**src/rtl/bp_resolve_queue_if.sv**
```systemverilog
// bp_resolve_queue_if: fetch/execute side bus of the branch resolve queue
interface bp_resolve_queue_if;
  logic        enq_valid;
  logic        enq_ready;
  logic [31:0] enq_pc;
  logic        enq_pred_taken;
  logic [31:0] enq_pred_pc;
  logic        res_valid;
  logic [31:0] res_pc;
  logic        res_taken;
  logic [31:0] res_target;
  logic        redirect_valid;
  logic [31:0] redirect_pc;
  logic        upd_write;
  logic [31:0] upd_pc;
  logic [31:0] upd_dest_pc;
  logic        upd_taken;
  modport master (
    output enq_valid, enq_pc, enq_pred_taken, enq_pred_pc,
    output res_valid, res_pc, res_taken, res_target,
    input  enq_ready, redirect_valid, redirect_pc,
    input  upd_write, upd_pc, upd_dest_pc, upd_taken
  );
  modport slave (
    input  enq_valid, enq_pc, enq_pred_taken, enq_pred_pc,
    input  res_valid, res_pc, res_taken, res_target,
    output enq_ready, redirect_valid, redirect_pc,
    output upd_write, upd_pc, upd_dest_pc, upd_taken
  );
endinterface

```
**src/rtl/bp_resolve_queue.sv**
```systemverilog
// bp_resolve_queue: in-order branch resolve queue with redirect and predictor training
module bp_resolve_queue #(
  parameter int DEPTH    = 8,
  parameter int CNT_BITS = 32
) (
  input  logic                    clk,
  input  logic                    reset,
  bp_resolve_queue_if.slave       bus,
  input  logic                    flush,
  output logic [$clog2(DEPTH):0]  count,
  output logic                    order_err,
  output logic [CNT_BITS-1:0]     branch_cnt,
  output logic [CNT_BITS-1:0]     mispred_cnt
);
  localparam int AW = $clog2(DEPTH);
  logic [31:0]      pc_q  [DEPTH];
  logic [31:0]      tgt_q [DEPTH];
  logic [DEPTH-1:0] tk_q;
  logic [AW-1:0]    head, tail;
  logic             pop, push, mis, bad;
  always_comb begin
    bus.enq_ready = count != (AW+1)'(DEPTH);
    pop  = bus.res_valid & ~flush & (count != '0);
    bad  = pc_q[head] != bus.res_pc;
    mis  = pop & (bad | (tk_q[head] != bus.res_taken) |
                  (bus.res_taken & (tgt_q[head] != bus.res_target)));
    push = bus.enq_valid & bus.enq_ready & ~flush & ~mis;
  end
  always_ff @(posedge clk) begin
    if (push) begin
      pc_q[tail]  <= bus.enq_pc;
      tk_q[tail]  <= bus.enq_pred_taken;
      tgt_q[tail] <= bus.enq_pred_pc;
    end
  end
  always_ff @(posedge clk) begin
    if (reset) begin
      head               <= '0;
      tail               <= '0;
      count              <= '0;
      order_err          <= 1'b0;
      branch_cnt         <= '0;
      mispred_cnt        <= '0;
      bus.redirect_valid <= 1'b0;
      bus.redirect_pc    <= '0;
      bus.upd_write      <= 1'b0;
      bus.upd_pc         <= '0;
      bus.upd_dest_pc    <= '0;
      bus.upd_taken      <= 1'b0;
    end else begin
      bus.redirect_valid <= mis;
      bus.upd_write      <= pop;
      if (mis) bus.redirect_pc <= bus.res_taken ? bus.res_target : bus.res_pc + 32'd4;
      if (pop) begin
        bus.upd_pc      <= bus.res_pc;
        bus.upd_dest_pc <= bus.res_target;
        bus.upd_taken   <= bus.res_taken;
        branch_cnt      <= branch_cnt + 1'b1;
      end
      if (mis) mispred_cnt <= mispred_cnt + 1'b1;
      if (bus.res_valid & ~flush & ((count == '0) | bad)) order_err <= 1'b1;
      // a mispredict squashes every younger entry, so the queue restarts empty
      if (flush | mis) begin
        head  <= '0;
        tail  <= '0;
        count <= '0;
      end else begin
        if (push) tail <= tail + 1'b1;
        if (pop) head <= head + 1'b1;
        count <= count + (AW+1)'(push) - (AW+1)'(pop);
      end
    end
  end
endmodule
```
**src/flat_wrapper.sv**
```systemverilog
// flat-port wrapper written by rule: the top's interface ports become plain ports
module bp_resolve_queue_flat 
#(
  parameter int DEPTH    = 8,
  parameter int CNT_BITS = 32
)
  (clk, reset, flush, count, order_err, branch_cnt, mispred_cnt, bus_enq_valid, bus_enq_pc, bus_enq_pred_taken, bus_enq_pred_pc, bus_res_valid, bus_res_pc, bus_res_taken, bus_res_target, bus_enq_ready, bus_redirect_valid, bus_redirect_pc, bus_upd_write, bus_upd_pc, bus_upd_dest_pc, bus_upd_taken);
  bp_resolve_queue_if bus_i ();
  input  logic clk;
  input  logic reset;
  input  logic flush;
  output logic [$clog2(DEPTH):0] count;
  output logic order_err;
  output logic [CNT_BITS-1:0] branch_cnt;
  output logic [CNT_BITS-1:0] mispred_cnt;
  input wire logic [$bits(bus_i.enq_valid)-1:0] bus_enq_valid;
  input wire logic [$bits(bus_i.enq_pc)-1:0] bus_enq_pc;
  input wire logic [$bits(bus_i.enq_pred_taken)-1:0] bus_enq_pred_taken;
  input wire logic [$bits(bus_i.enq_pred_pc)-1:0] bus_enq_pred_pc;
  input wire logic [$bits(bus_i.res_valid)-1:0] bus_res_valid;
  input wire logic [$bits(bus_i.res_pc)-1:0] bus_res_pc;
  input wire logic [$bits(bus_i.res_taken)-1:0] bus_res_taken;
  input wire logic [$bits(bus_i.res_target)-1:0] bus_res_target;
  output wire logic [$bits(bus_i.enq_ready)-1:0] bus_enq_ready;
  output wire logic [$bits(bus_i.redirect_valid)-1:0] bus_redirect_valid;
  output wire logic [$bits(bus_i.redirect_pc)-1:0] bus_redirect_pc;
  output wire logic [$bits(bus_i.upd_write)-1:0] bus_upd_write;
  output wire logic [$bits(bus_i.upd_pc)-1:0] bus_upd_pc;
  output wire logic [$bits(bus_i.upd_dest_pc)-1:0] bus_upd_dest_pc;
  output wire logic [$bits(bus_i.upd_taken)-1:0] bus_upd_taken;
  assign bus_i.enq_valid = bus_enq_valid;
  assign bus_i.enq_pc = bus_enq_pc;
  assign bus_i.enq_pred_taken = bus_enq_pred_taken;
  assign bus_i.enq_pred_pc = bus_enq_pred_pc;
  assign bus_i.res_valid = bus_res_valid;
  assign bus_i.res_pc = bus_res_pc;
  assign bus_i.res_taken = bus_res_taken;
  assign bus_i.res_target = bus_res_target;
  assign bus_enq_ready = bus_i.enq_ready;
  assign bus_redirect_valid = bus_i.redirect_valid;
  assign bus_redirect_pc = bus_i.redirect_pc;
  assign bus_upd_write = bus_i.upd_write;
  assign bus_upd_pc = bus_i.upd_pc;
  assign bus_upd_dest_pc = bus_i.upd_dest_pc;
  assign bus_upd_taken = bus_i.upd_taken;
  bp_resolve_queue #(.DEPTH(DEPTH), .CNT_BITS(CNT_BITS)) u_core (.clk(clk), .reset(reset), .bus(bus_i), .flush(flush), .count(count), .order_err(order_err), .branch_cnt(branch_cnt), .mispred_cnt(mispred_cnt));
endmodule
```
**config.mk**
```make
export PLATFORM = sky130hd
export DESIGN_NAME = bp_resolve_queue_flat
export DESIGN_NICKNAME = d
export VERILOG_FILES = /design/src/rtl/bp_resolve_queue_if.sv /design/src/rtl/bp_resolve_queue.sv /design/src/flat_wrapper.sv
export SDC_FILE = /design/constraint.sdc
export NUM_CORES = 1
export LEC_CHECK = 0
export CORE_UTILIZATION = 35
export DETAILED_ROUTE_END_ITERATION = 16
export PLACE_DENSITY = 0.51
export SLEW_MARGIN = 20
export SYNTH_ARGS = -nofsm -noshare
export SYNTH_HDL_FRONTEND = slang
export SYNTH_SLANG_ARGS = --single-unit
```
**constraint.sdc**
```tcl
create_clock -name clk -period 24 [get_ports clk]
set_input_delay 7.2 -clock clk [delete_from_list [all_inputs] [get_ports clk]]
set_output_delay 7.2 -clock clk [all_outputs]
set_load 0.005 [all_outputs]
```
======== Word-level counts from Yosys, hierarchy flattened ========
Memory sizes are Yosys's and may differ from the RTL's. A register that Yosys moved wholly into a read port is not among the register bits.
Index checks and enable logic that the tools add are counted.
Widths: inputs -> output; s select.
word-level totals
  register bits after elaboration ......... 182
  input bits .............................. 135
  memory bits (writable) .................. 512
  memories ................................ 2
  output and inout port bits .............. 169
cells by class
  reductions and logical operators ........ 4
  bitwise logic cells ..................... 14
  muxes and demuxes ....................... 12
  $add $sub $neg .......................... 7
  equality and inequality tests ........... 4
  $lt $le $gt $ge ......................... 3
memories
  name          depth  bits a word  rd ports  clocked after memory_dff  wr ports  RTL line                text
  u_core.pc_q   8      32           1         1                         1         bp_resolve_queue.sv:16  logic [31:0] pc_q [DEPTH];
  u_core.tgt_q  8      32           1         1                         1         bp_resolve_queue.sv:17  logic [31:0] tgt_q [DEPTH];
operators with widths
  operator               number
  $add 32x1->32 const B  2
  $ne 32x32->1           2
  $add 32x3->32 const B  1
  $mux 32                1
  $mux 3                 4
  $and 1x1->1            8
  $bwmux 8               1
  $lt 3x4->1 const B     2
  $add 3x1->3 const B    2
  $add 4x1->4            1
  $logic_not 4->1        1
  $mux 1                 4
  $ne 4x4->1 const B     1
  $or 1x1->1             4
  $reduce_bool 4->1      1
  $sub 4x1->4            1
  $bmux 1 s3             1
  $demux 1 s3            1
  $ge 3x1->1 const B     1
  $not 1->1              2
  $reduce_or 2->1        1
  $logic_and 1x1->1      1
  $ne 1x1->1             1

======== Longest topological paths before layout ========
Gate-level depths: netlist of the first run.
  depth after elaboration ................. 10
  gate-level depth with buffers ........... 19

======== Worst setup path before layout of the first run ========
Ideal clock, no wire load.
  kind .................................... input port to flip-flop
  from .................................... input bus_res_pc[9]
  to ...................................... memory u_core.pc_q[3][0], enable pin
  data required time ...................... 23.432 ns
  data arrival time ....................... 13.374 ns
  buffers on the path ..................... 2
  path slack .............................. 10.058 ns
  setup time .............................. 0.568 ns
  stages on the path ...................... 9
  cells stage by stage .................... clkbuf_1 xnor2_1 nor4_1 nand3_1 nor4_4 a21o_2 or3b_1 buf_6 nor3_1
on the way
  cells in the longest elaborated chain, start to end .. 8
RTL lines
  element                       RTL line                text
  start, declared               flat_wrapper.sv:21      input wire logic [$bits(bus_i.res_pc)-1:0] bus_res_pc;
  $ne 32x32->1                  bp_resolve_queue.sv:24  bad = pc_q[head] != bus.res_pc;
  $or 1x1->1 (2 in a row)       bp_resolve_queue.sv:25  mis = pop & (bad | (tk_q[head] != bus.res_taken) |
  $and 1x1->1                   bp_resolve_queue.sv:25
  $not 1->1                     bp_resolve_queue.sv:27  push = bus.enq_valid & bus.enq_ready & ~flush & ~mis;
  $and 1x1->1                   bp_resolve_queue.sv:27
  $mux 1                        bp_resolve_queue.sv:30  if (push) begin
  $mux 1 (implied by the code)  bp_resolve_queue.sv:31  pc_q[tail] <= bus.enq_pc;
  end, declared                 bp_resolve_queue.sv:16
Every way passes these cells.

======== Final worst setup path of the first run ========
  from .................................... input bus_res_target[17]
  to ...................................... memory u_core.tgt_q[7][1], enable pin
on the way
  cells in the longest elaborated chain, start to end .. 8
RTL lines
  element                       RTL line                text
  start, declared               flat_wrapper.sv:23      input wire logic [$bits(bus_i.res_target)-1:0] bus_res_target;
  $ne 32x32->1                  bp_resolve_queue.sv:26  (bus.res_taken & (tgt_q[head] != bus.res_target)));
  $and 1x1->1                   bp_resolve_queue.sv:26
  $or 1x1->1                    bp_resolve_queue.sv:25
  $and 1x1->1                   bp_resolve_queue.sv:25
  $not 1->1                     bp_resolve_queue.sv:27
  $and 1x1->1                   bp_resolve_queue.sv:27
  $mux 1                        bp_resolve_queue.sv:30
  $mux 1 (implied by the code)  bp_resolve_queue.sv:33  tgt_q[tail] <= bus.enq_pred_pc;
  end, declared                 bp_resolve_queue.sv:17
Every way passes these cells.

==> results by group, run 1 <==
Timing
  – TNS Setup: 0 ps
  – Fmax: 85.96 MHz
  – Fin crit period: 11630 ps
  – Slew @ Worst Pin: 1045 ps
  – Relative slew slack: 30.16%
  – Slew Limit Fails: 0
  – RSZ-0062 raised after global routing: no
  – Fin crit share: 48.47%
  – Final Hold Vio Count: 0
  – Clk_skew: 21.93 ps
  – Final setup violation count: 0

GRT
  – Gr ovfl total: 0
  – Wire length of the first global-routing pass: 116700 µm
  – Initial antenna violation count: 10
  – Largest net degree at the start of global routing: 118
  – GRT Util Overall: 19.76%
  – Vias in the first global route: 16786

Floorplan
  – I/O pin total: 304
  – Initial core utilization: 35.46%
  – Num rows: 103
  – Die Area: 81450 µm²
  – Total core area: 79260 µm²
  – Die width: 285.4 µm
  – Vert. Die Dim: 285.4 µm

Logic synthesis
  – Post-synthesis async set-or-reset flop share: 0%
  – Largest family of logic cells by synthesized area: multiplexers
  – Simple-gate share of the synthesized area: 7.759%
  – Synth unique cells: 56
  – Syn_area_per_cell: 15.19 µm²
  – Compound-cell area share of the yosys netlist: 3.801%
  – EDFF count, synth: 520
  – Ys Warns: 0
  – Synth Net Count: 1997
  – Yosys reg bits: 697
  – Ys flop type: edfxtp_1
  – Xor and xnor area share after synthesis: 3.895%
  – Synth Cell Area: 28110 µm²
  – Post-Synthesis Cells: 1850
  – Sequential fraction of the synthesis area: 68.16%
  – Post-synthesis mux area share: 13.71%
  – Synth Area in Adders: 0.5609%

Critical path
  – CP required: 24230 ps
  – Critical Path End Type: flop
  – Slowest stage cell, crit path: buf_4
  – Largest stage delay on the critical path: 770 ps
  – Worst-path cell chain: clkdlybuf4s50_1, xnor2_1, nor4_2, nand4_1, o31ai_4, a21o_4, or3b_1, nor2_4, buf_4
  – CP Max Fanout: 45
  – Critical path class: input pin to flop
  – Worst Path Buf+Inv: 2
  – CP arrival: 11860 ps
  – Delay-heaviest family, CP: simple AND/OR/NAND/NOR gates
  – Startpoint Class: input pin

CTS
  – Clk Latency, worst-skew pair: 620 ps
  – Clock sinks: 697
  – H-Tree Depth: 3
  – Post-CTS Hold Buffers: 0
  – Post-CTS sizing: 0
  – CTS tree: yes
  – Post-CTS Setup Repair Bufs: 0
  – Clk slew on worst S/H paths: 50 ps
  – Clock Path Buffers: 3
  – Root Driver: clkbuf_16
  – CTS Buf Count: 79

Layout
  – Layout Area Growth over Synthesis: 23.61%
  – Fillers: 7132
  – N_diodes: 0
  – Leading cell types in the layout, fill and taps excluded: edfxtp_1 (520), clkdlybuf4s50_1 (301), nand2_1 (204)
  – Layout Nets: 2306
  – Fraction of layout cells with a size suffix above 1: 13.59%
  – Commonest non-fill, non-tap cell in the layout: edfxtp_1

Detailed routing
  – Metal-1 WL: 35460 µm
  – Via density per instance: 5.132
  – Iter 0 DRT Violations: 1301
  – WL met2: 39480 µm
  – Wirelength per Cell: 24.90 µm
  – Highest metal used: met5
  – Total number of vias: 16793
  – Antenna-violating nets left: 0
  – Met3 wire length: 4936 µm
  – Drt pass-1 iters: 5
  – DR DRC count: 0
  – Total routed wirelength: 81460 µm

Place
  – HPWL Detailed: 54370 µm
  – Routability cong.: 0.7958
  – # port buffers: 303

Pwr
  – Max VDD drop: 0.04834 mV
  – PwrDens: 75.93 nW/µm²
  – LEAKAGE: 10.88 nW
  – Total power: 2.638 mW

Hold path
  – HP Class: flop to flop

Status
  – Outcome: finished clean

Job
  – # Max-Cap Violations: 0
[logic make-up (layout without fill, tap and decap cells)]
| kind of cell | Yosys count | count (layout) |
|---|---|---|
| xor gates and xnor gates | 125 | 125 |
| AOI/OAI and AO/OA | 184 | 184 |
| adders and majority gates | 12 | 12 |
| buffers and inverters | 127 | 499 |
| DFF | 697 | 697 |
| and+or+nand+nor | 463 | 463 |
| muxes | 242 | 242 |
[final timing paths]
kind	from	end	slack (ps)	cells past startpoint
max	bus_res_target[17]	u_core.tgt_q[7][1]	12370	9
min	u_core.bus.upd_pc[18]	u_core.bus.upd_pc[18]	450	2
max reg2reg	flop	u_core.tgt_q[7][1]	17200	11
min reg2reg	u_core.bus.upd_pc[18]	u_core.bus.upd_pc[18]	450	2
[Yosys cell counts (23+ instances only)]
cell type / count / area, µm²
a21oi_1: 98 / 490.5
buf_2: 24 / 120.1
clkbuf_1: 50 / 187.7
dfxtp_1: 177 / 3543
edfxtp_1: 520 / 15610
inv_1: 23 / 86.33
mux2_2: 24 / 270.3
mux2i_1: 106 / 1061
mux4_2: 112 / 2522
nand2_1: 204 / 765.7
nand3_1: 39 / 195.2
nand4_1: 26 / 162.7
nor2_1: 104 / 390.4
o21ai_0: 40 / 200.2
xnor2_1: 90 / 788.3
xor2_1: 35 / 306.5
[final cells by class]
class	count	area, µm²	share of cell area (%)
inverters	24	91.34	0.2629
multi-input cells	1026	8424	24.25
clock inverters	36	316.6	0.9111
well taps	1050	1314	3.781
flip-flops and latches	697	19170	55.17
clock buffers	108	2171	6.248
repair buffers	331	3259	9.381
[where the power goes]
part / internal (mW) / switching (mW)
sequential: 1.31 / 0.00789
clock: 0.687 / 0.474
combinational: 0.0664 / 0.0907
[sequential cells by signal (all words and copies together), names as in the netlist, 3 cells and up, named ones only]
name	cells
u_core.head	3
u_core.tgt_q	256
u_core.bus.upd_dest_pc	32
u_core.tail	3
u_core.count	4
u_core.bus.redirect_pc	32
u_core.pc_q	256
u_core.mispred_cnt	32
u_core.tk_q	8
u_core.branch_cnt	32
u_core.bus.upd_pc	32
[through the flow]
step           std cells  instance area (µm²)  worst slack (ps)  hold WS, ps  util [%]
3_5_place_dp        3127                32230             11580        447.8     40.67
5_1_grt             3272                34750             12150        474.3     43.84
6_report            3272                34750             12370        451.8     43.84
4_1_cts             3271                34720             12200        455.8     43.80
2_1_floorplan       1850                28110             10060        452.7         -
3_3_place_gp        3127                32230             11620        440.5     40.67
[worst min-delay path: stages, from the launching register on]
cell,delay (ps)
dfxtp_1,300
nand2_1,50
a21oi_1,50
[routing by layer]
layer,global-route usage (%),vias up
met2,32.79,519
met5,0,-
li1,-,7633
met1,26.44,8502
met3,4.384,121
met4,4.425,18
Note: power is estimated with default switching activity, not from simulation.
==> run 2, diff against run 1 <==
- PLACE_DENSITY: 0.51 -> 0.53
- clock period: 24 -> 9.5 ns (I/O delays scaled with it)
==> results by group, run 2 (synthesis gave the netlist of run 1 again) <==
CTS
  – Clk Latency, worst-skew pair: 640 ps (was 620 ps)
  – Post-CTS Setup Repair Bufs: 0 (unchanged)
  – Clock Path Buffers: 3 (unchanged)
  – Clock sinks: 697 (unchanged)
  – CTS Buf Count: 79 (unchanged)
  – CTS tree: yes (unchanged)
  – H-Tree Depth: 3 (unchanged)
  – Clk slew on worst S/H paths: 60 ps (was 50 ps)
  – Root Driver: clkbuf_16 (unchanged)
  – Post-CTS sizing: 0 (unchanged)
  – Post-CTS Hold Buffers: 0 (unchanged)

GRT
  – Largest net degree at the start of global routing: 108 (was 118)
  – GRT Util Overall: 19.93% (was 19.76%)
  – Vias in the first global route: 16848 (was 16786)
  – Wire length of the first global-routing pass: 117700 µm (was 116700 µm)
  – Gr ovfl total: 0 (unchanged)
  – Initial antenna violation count: 11 (was 10)

Layout
  – Commonest non-fill, non-tap cell in the layout: edfxtp_1 (unchanged)
  – Fraction of layout cells with a size suffix above 1: 13.87% (was 13.59%)
  – Non-Filler Instances: 3274 (was 3272)
  – Layout Nets: 2302 (was 2306)
  – Final instance area: 34930 µm² (was 34750 µm²)
  – Fillers: 7082 (was 7132)
  – Leading cell types in the layout, fill and taps excluded: edfxtp_1 (520), clkdlybuf4s50_1 (301), nand2_1 (204) (unchanged)
  – Top Registers: u_core.pc_q (256), u_core.tgt_q (256) (unchanged)
  – Layout Area Growth over Synthesis: 24.27% (was 23.61%)

Critical path
  – Slowest stage cell, crit path: or3b_1 (was buf_4)
  – Worst-path cell chain: clkdlybuf4s50_1, xnor2_1, nor4_2, nand4_1, o31ai_4, a21o_4, or3b_1, inv_2, and4b_2, buf_12 (was clkdlybuf4s50_1, xnor2_1, nor4_2, nand4_1, o31ai_4, a21o_4, or3b_1, nor2_4, buf_4)
  – Critical Path End Type: flop (unchanged)
  – Cells on worst reg2reg path: 12 (was 11)
  – CP required: 9760 ps (was 24230 ps)
  – CP Max Fanout: 65 (was 45)
  – Critical path class: input pin to flop (unchanged)
  – CP arrival: 7100 ps (was 11860 ps)
  – Largest stage delay on the critical path: 650 ps (was 770 ps)
  – Startpoint Class: input pin (unchanged)

Place
  – Placed Area: 32310 µm² (was 32230 µm²)
  – HPWL Detailed: 53050 µm (was 54370 µm)
  – # port buffers: 303 (unchanged)
  – Routability cong.: 0.7932 (was 0.7958)
  – Placed Cells: 3124 (was 3127)

Floorplan
  – I/O pin total: 304 (unchanged)
  – Die width: 285.4 µm (unchanged)
  – Vert. Die Dim: 285.4 µm (unchanged)
  – Die Area: 81450 µm² (unchanged)
  – Initial core utilization: 35.46% (unchanged)
  – Total core area: 79260 µm² (unchanged)
  – Num rows: 103 (unchanged)

Detailed routing
  – DR DRC count: 0 (unchanged)
  – Drt pass-1 iters: 6 (was 5)
  – Total routed wirelength: 81970 µm (was 81460 µm)
  – Antenna-violating nets left: 0 (unchanged)
  – Wirelength per Cell: 25.04 µm (was 24.90 µm)
  – Iter 0 DRT Violations: 1383 (was 1301)
  – Total number of vias: 16889 (was 16793)
  – Via density per instance: 5.159 (was 5.132)

Timing
  – Relative slew slack: 30.18% (was 30.16%)
  – Fin crit share: 71.95%
  – Fin Hold WS: 452.9 ps (was 451.8 ps)
  – Clk_skew: 32.17 ps (was 21.93 ps)
  – Final Hold Vio Count: 0 (unchanged)
  – Fmax: 146.3 MHz
  – RSZ-0062 raised after global routing: no (unchanged)
  – TNS Setup: 0 ps (unchanged)
  – Slew @ Worst Pin: 1045 ps (about the same)
  – Slew Limit Fails: 0 (unchanged)
  – Final setup violation count: 0 (unchanged)
  – Fin crit period: 6836 ps

Pwr
  – Max VDD drop: 0.1206 mV (was 0.04834 mV)
  – Total power: 6.801 mW (was 2.638 mW)
  – PwrDens: 194.7 nW/µm² (was 75.93 nW/µm²)
  – LEAKAGE: 10.94 nW (was 10.88 nW)

Status
  – Outcome: finished clean (unchanged)

Job
  – # Max-Cap Violations: 0 (unchanged)

Hold path
  – HP Class: flop to flop (unchanged)
  – WHS Path Cells: 2 (unchanged)
## run 2: critical path: cells and delay by family
| kind | cells | cell delay [ps] |
|---|---|---|
| AO/OA/AOI/OAI | 2 | 840 |
| buffers and inverters | 3 | 1170 |
| AND/OR/NAND/NOR | 4 | 1880 |
| XOR/XNOR | 1 | 220 |
## run 2: path summary, 6_finish.rpt
path,from,endpoint,slack [ps]
hold reg to reg,u_core.bus.upd_pc[27],u_core.bus.upd_pc[27],450
setup / recovery,bus_res_target[17],u_core.pc_q[6][5],2660
setup reg to reg,flop,u_core.pc_q[6][5],3330
hold / removal,u_core.bus.upd_pc[27],u_core.bus.upd_pc[27],450
## run 2: routing by layer
layer	routed length [µm]	global-route usage, %	vias up
li1	-	-	7617
met1	35160	26.45	8561
met2	38560	31.90	574
met3	6170	5.504	125
met4	1994	5.695	12
met5	84	0	-
## run 2: per-stage QoR
step                      setup WS (ps)  util, %
final                              2664    44.07
after global routing               2576    44.07
after global placement             1996    40.77
after floorplan                   784.3        -
after CTS                          2641    44.06
after detailed placement           1985    40.77
## run 2: layout make-up
cell class              count  area, µm²  share of cell area, %
clock inverters            44      444.2                  1.272
diodes                      3      7.507                0.02149
repair buffers            327       3309                  9.474
well taps                1050       1314                  3.761
inverters                  24      91.34                 0.2615
flip-flops and latches    697      19170                  54.88
clock buffers             103       2168                  6.208
multi-input cells        1026       8426                  24.12
## run 2: power by group
part	internal [mW]	total [mW]	leakage, nW	switching (mW)
registers	3.31	3.33	6.13	0.0191
logic	0.168	0.399	3.52	0.232
clock network	1.81	3.07	1.30	1.26
total	5.29	6.80	10.9	1.51
==> run 3, diff against run 2 <==
- clock period: 9.5 -> 6 ns (I/O delays scaled with it)
==> results by group, run 3 (synthesis gave the netlist of run 1 again) <==
Detailed routing
  – Highest metal used: met5 (unchanged)
  – Total number of vias: 17361 (was 16889)
  – Total routed wirelength: 84650 µm (was 81970 µm)
  – Antenna-violating nets left: 0 (unchanged)
  – Metal-1 WL: 36540 µm (was 35160 µm)
  – WL met2: 40060 µm (was 38560 µm)
  – Met3 wire length: 6083 µm (was 6170 µm)
  – Wirelength per Cell: 25.28 µm (was 25.04 µm)
  – DR DRC count: 0 (unchanged)
  – Drt pass-1 iters: 5 (was 6)
  – Via density per instance: 5.185 (was 5.159)
  – Iter 0 DRT Violations: 1319 (was 1383)

GRT
  – GRT Util Overall: 20.58% (was 19.93%)
  – Gr ovfl total: 0 (unchanged)
  – Vias in the first global route: 17255 (was 16848)
  – Largest net degree at the start of global routing: 92 (was 108)
  – Initial antenna violation count: 12 (was 11)
  – Wire length of the first global-routing pass: 121600 µm (was 117700 µm)

Layout
  – Layout Area Growth over Synthesis: 27.70% (was 24.27%)
  – Area of the multi-input gates: 8426 µm² (unchanged)
  – Fillers: 6990 (was 7082)
  – Leading cell types in the layout, fill and taps excluded: edfxtp_1 (520), clkdlybuf4s50_1 (301), nand2_1 (204) (unchanged)
  – Reg area: 19170 µm² (unchanged)
  – Commonest non-fill, non-tap cell in the layout: edfxtp_1 (unchanged)
  – Fraction of layout cells with a size suffix above 1: 16.40% (was 13.87%)
  – Core Util, Final: 45.29% (was 44.07%)
  – Top Registers: u_core.pc_q (256), u_core.tgt_q (256) (unchanged)
  – Layout Nets: 2378 (was 2302)

Status
  – Outcome: finished clean (unchanged)

Timing
  – Fmax: 183.2 MHz
  – Post-route setup slack: 540.8 ps (was 2664 ps)
  – Fin crit period: 5459 ps
  – Slew @ Worst Pin: 1032 ps (was 1045 ps)
  – Relative slew slack: 30.58% (was 30.18%)
  – RSZ-0062 raised after global routing: no (unchanged)
  – Final Hold Vio Count: 0 (unchanged)
  – Slew Limit Fails: 0 (unchanged)
  – Final setup violation count: 0 (unchanged)
  – Clk_skew: 28.83 ps (was 32.17 ps)
  – TNS Setup: 0 ps (unchanged)
  – Fin crit share: 90.99%

Pwr
  – Max VDD drop: 0.1848 mV (was 0.1206 mV)
  – Combinational Power Share: 6.3% (was 5.9%)
  – Clk network pwr share: 44.7% (was 45.1%)
  – Internal cell power: 8.405 mW (was 5.291 mW)
  – Total power: 10.78 mW (was 6.801 mW)
  – Sw power: 2.370 mW (was 1.509 mW)
  – PwrDens: 300.2 nW/µm² (was 194.7 nW/µm²)
  – Reg power frac: 49.0% (about the same)
  – LEAKAGE: 11.39 nW (was 10.94 nW)
  – Sw Share: 22.00% (was 22.20%)

Place
  – # port buffers: 303 (unchanged)
  – Routability cong.: 0.8373 (was 0.7932)
  – HPWL Detailed: 60110 µm (was 53050 µm)
  – Worst slack, placed: -19.42 ps (was 1985 ps)

Hold path
  – WHS Path Cells: 2 (unchanged)
  – HP Class: flop to flop (unchanged)
  – Hold_sp: u_core.bus.upd_dest_pc[30] (was u_core.bus.upd_pc[27])

CTS
  – Post-CTS Hold Buffers: 0 (unchanged)
  – Root Driver: clkbuf_16 (unchanged)
  – CTS tree: yes (unchanged)
  – CTS Buf Count: 78 (was 79)
  – Clock sinks: 697 (unchanged)
  – Clock Path Buffers: 3 (unchanged)
  – Clk slew on worst S/H paths: 60 ps (about the same)
  – H-Tree Depth: 3 (unchanged)
  – Post-CTS Setup Repair Bufs: 0 (unchanged)
  – Post-CTS sizing: 0 (unchanged)
  – Clk Latency, worst-skew pair: 620 ps (was 640 ps)

Floorplan
  – Num rows: 103 (unchanged)
  – Total core area: 79260 µm² (unchanged)
  – Die width: 285.4 µm (unchanged)
  – Die Area: 81450 µm² (unchanged)
  – Initial core utilization: 35.46% (unchanged)
  – I/O pin total: 304 (unchanged)
  – Vert. Die Dim: 285.4 µm (unchanged)

Critical path
  – CP most frequent cell: buf_12
  – CP Max Fanout: 19 (was 65)
  – Crit. Startpoint: bus_res_target[20] (was bus_res_target[17])
  – Worst-path cell chain: clkdlybuf4s50_1, xnor2_1, nor4_1, nand2_1, o31ai_4, a21o_4, or3b_1, buf_12, nor4b_4, buf_4, buf_12 (was clkdlybuf4s50_1, xnor2_1, nor4_2, nand4_1, o31ai_4, a21o_4, or3b_1, inv_2, and4b_2, buf_12)
  – Critical path class: input pin to flop (unchanged)
  – Slowest stage cell, crit path: nor4_1 (was or3b_1)
  – Cells on worst reg2reg path: 13 (was 12)
  – CP arrival: 5770 ps (was 7100 ps)
  – Critical Path End Type: flop (unchanged)
  – Startpoint Class: input pin (unchanged)
  – Largest stage delay on the critical path: 890 ps (was 650 ps)
  – CP required: 6310 ps (was 9760 ps)

Job
  – # Max-Cap Violations: 0 (unchanged)
-- run 3: changes by cell type in the layout (fill, tap and decap cells not counted) --
| cell | previous run | this run |
|---|---|---|
| clkinv_4 | 2 | 3 |
| clkinv_16 | 1 | 0 |
| buf_4 | 16 | 59 |
| clkbuf_8 | 8 | 0 |
| clkbuf_1 | 15 | 16 |
| inv_6 | 4 | 3 |
| clkinv_2 | 19 | 12 |
| diode_2 | 3 | 5 |
| clkinvlp_4 | 0 | 4 |
| buf_12 | 8 | 42 |
| bufinv_16 | 7 | 9 |
| clkbuf_16 | 80 | 81 |
| clkinv_1 | 11 | 14 |
-- run 3: path summary, 6_finish.rpt --
path	endpoint	slack, ps
worst max register to register	u_core.tgt_q[4][15]	710
worst min-delay path	u_core.bus.upd_dest_pc[30]	450
worst max-delay path	u_core.tgt_q[4][15]	540
worst min register to register	u_core.bus.upd_dest_pc[30]	450
-- run 3: through the flow --
step	hold slack, ps	instances	instance area, µm²
after floorplan	452.7	1850	28160
final	451.7	3348	35890
after global placement	441.7	3201	33310
after CTS	453.7	3343	35880
after detailed placement	445.9	3201	33310
after global routing	471.1	3346	35890
-- run 3: layout make-up --
cell class                 instances  share of cell area (%)
sequential                       697                   53.41
multi-input combinational       1026                   23.47
timing repair buffer             404                   12.02
clock buffer                      97                   5.814
tap                             1050                   3.660
clock inverter                    45                   1.339
inverter                          24                  0.2545
antenna                            5                 0.03486
-- run 3: critical path: cells and delay by family --
family	cells	cell delay, ps
AND/OR/NAND/NOR	4	1830
buffers and inverters	4	1380
AO/OA/AOI/OAI	2	430
XOR/XNOR	1	280
-- run 3: power groups by stage --
stage	sequential [mW]	combinational (mW)	clock, mW
after floorplan	5.38	0.282	0
after global placement	5.38	0.684	0
after detailed placement	5.38	0.687	0
after CTS	5.28	0.690	4.91
after global routing	5.28	0.729	5.10
final	5.28	0.683	4.81
-- run 3: routing by layer --
layer	up-vias	global-route usage (%)
met4	12	5.735
li1	7790	-
met1	8829	27.33
met5	-	0
met2	615	33.16
met3	115	5.488
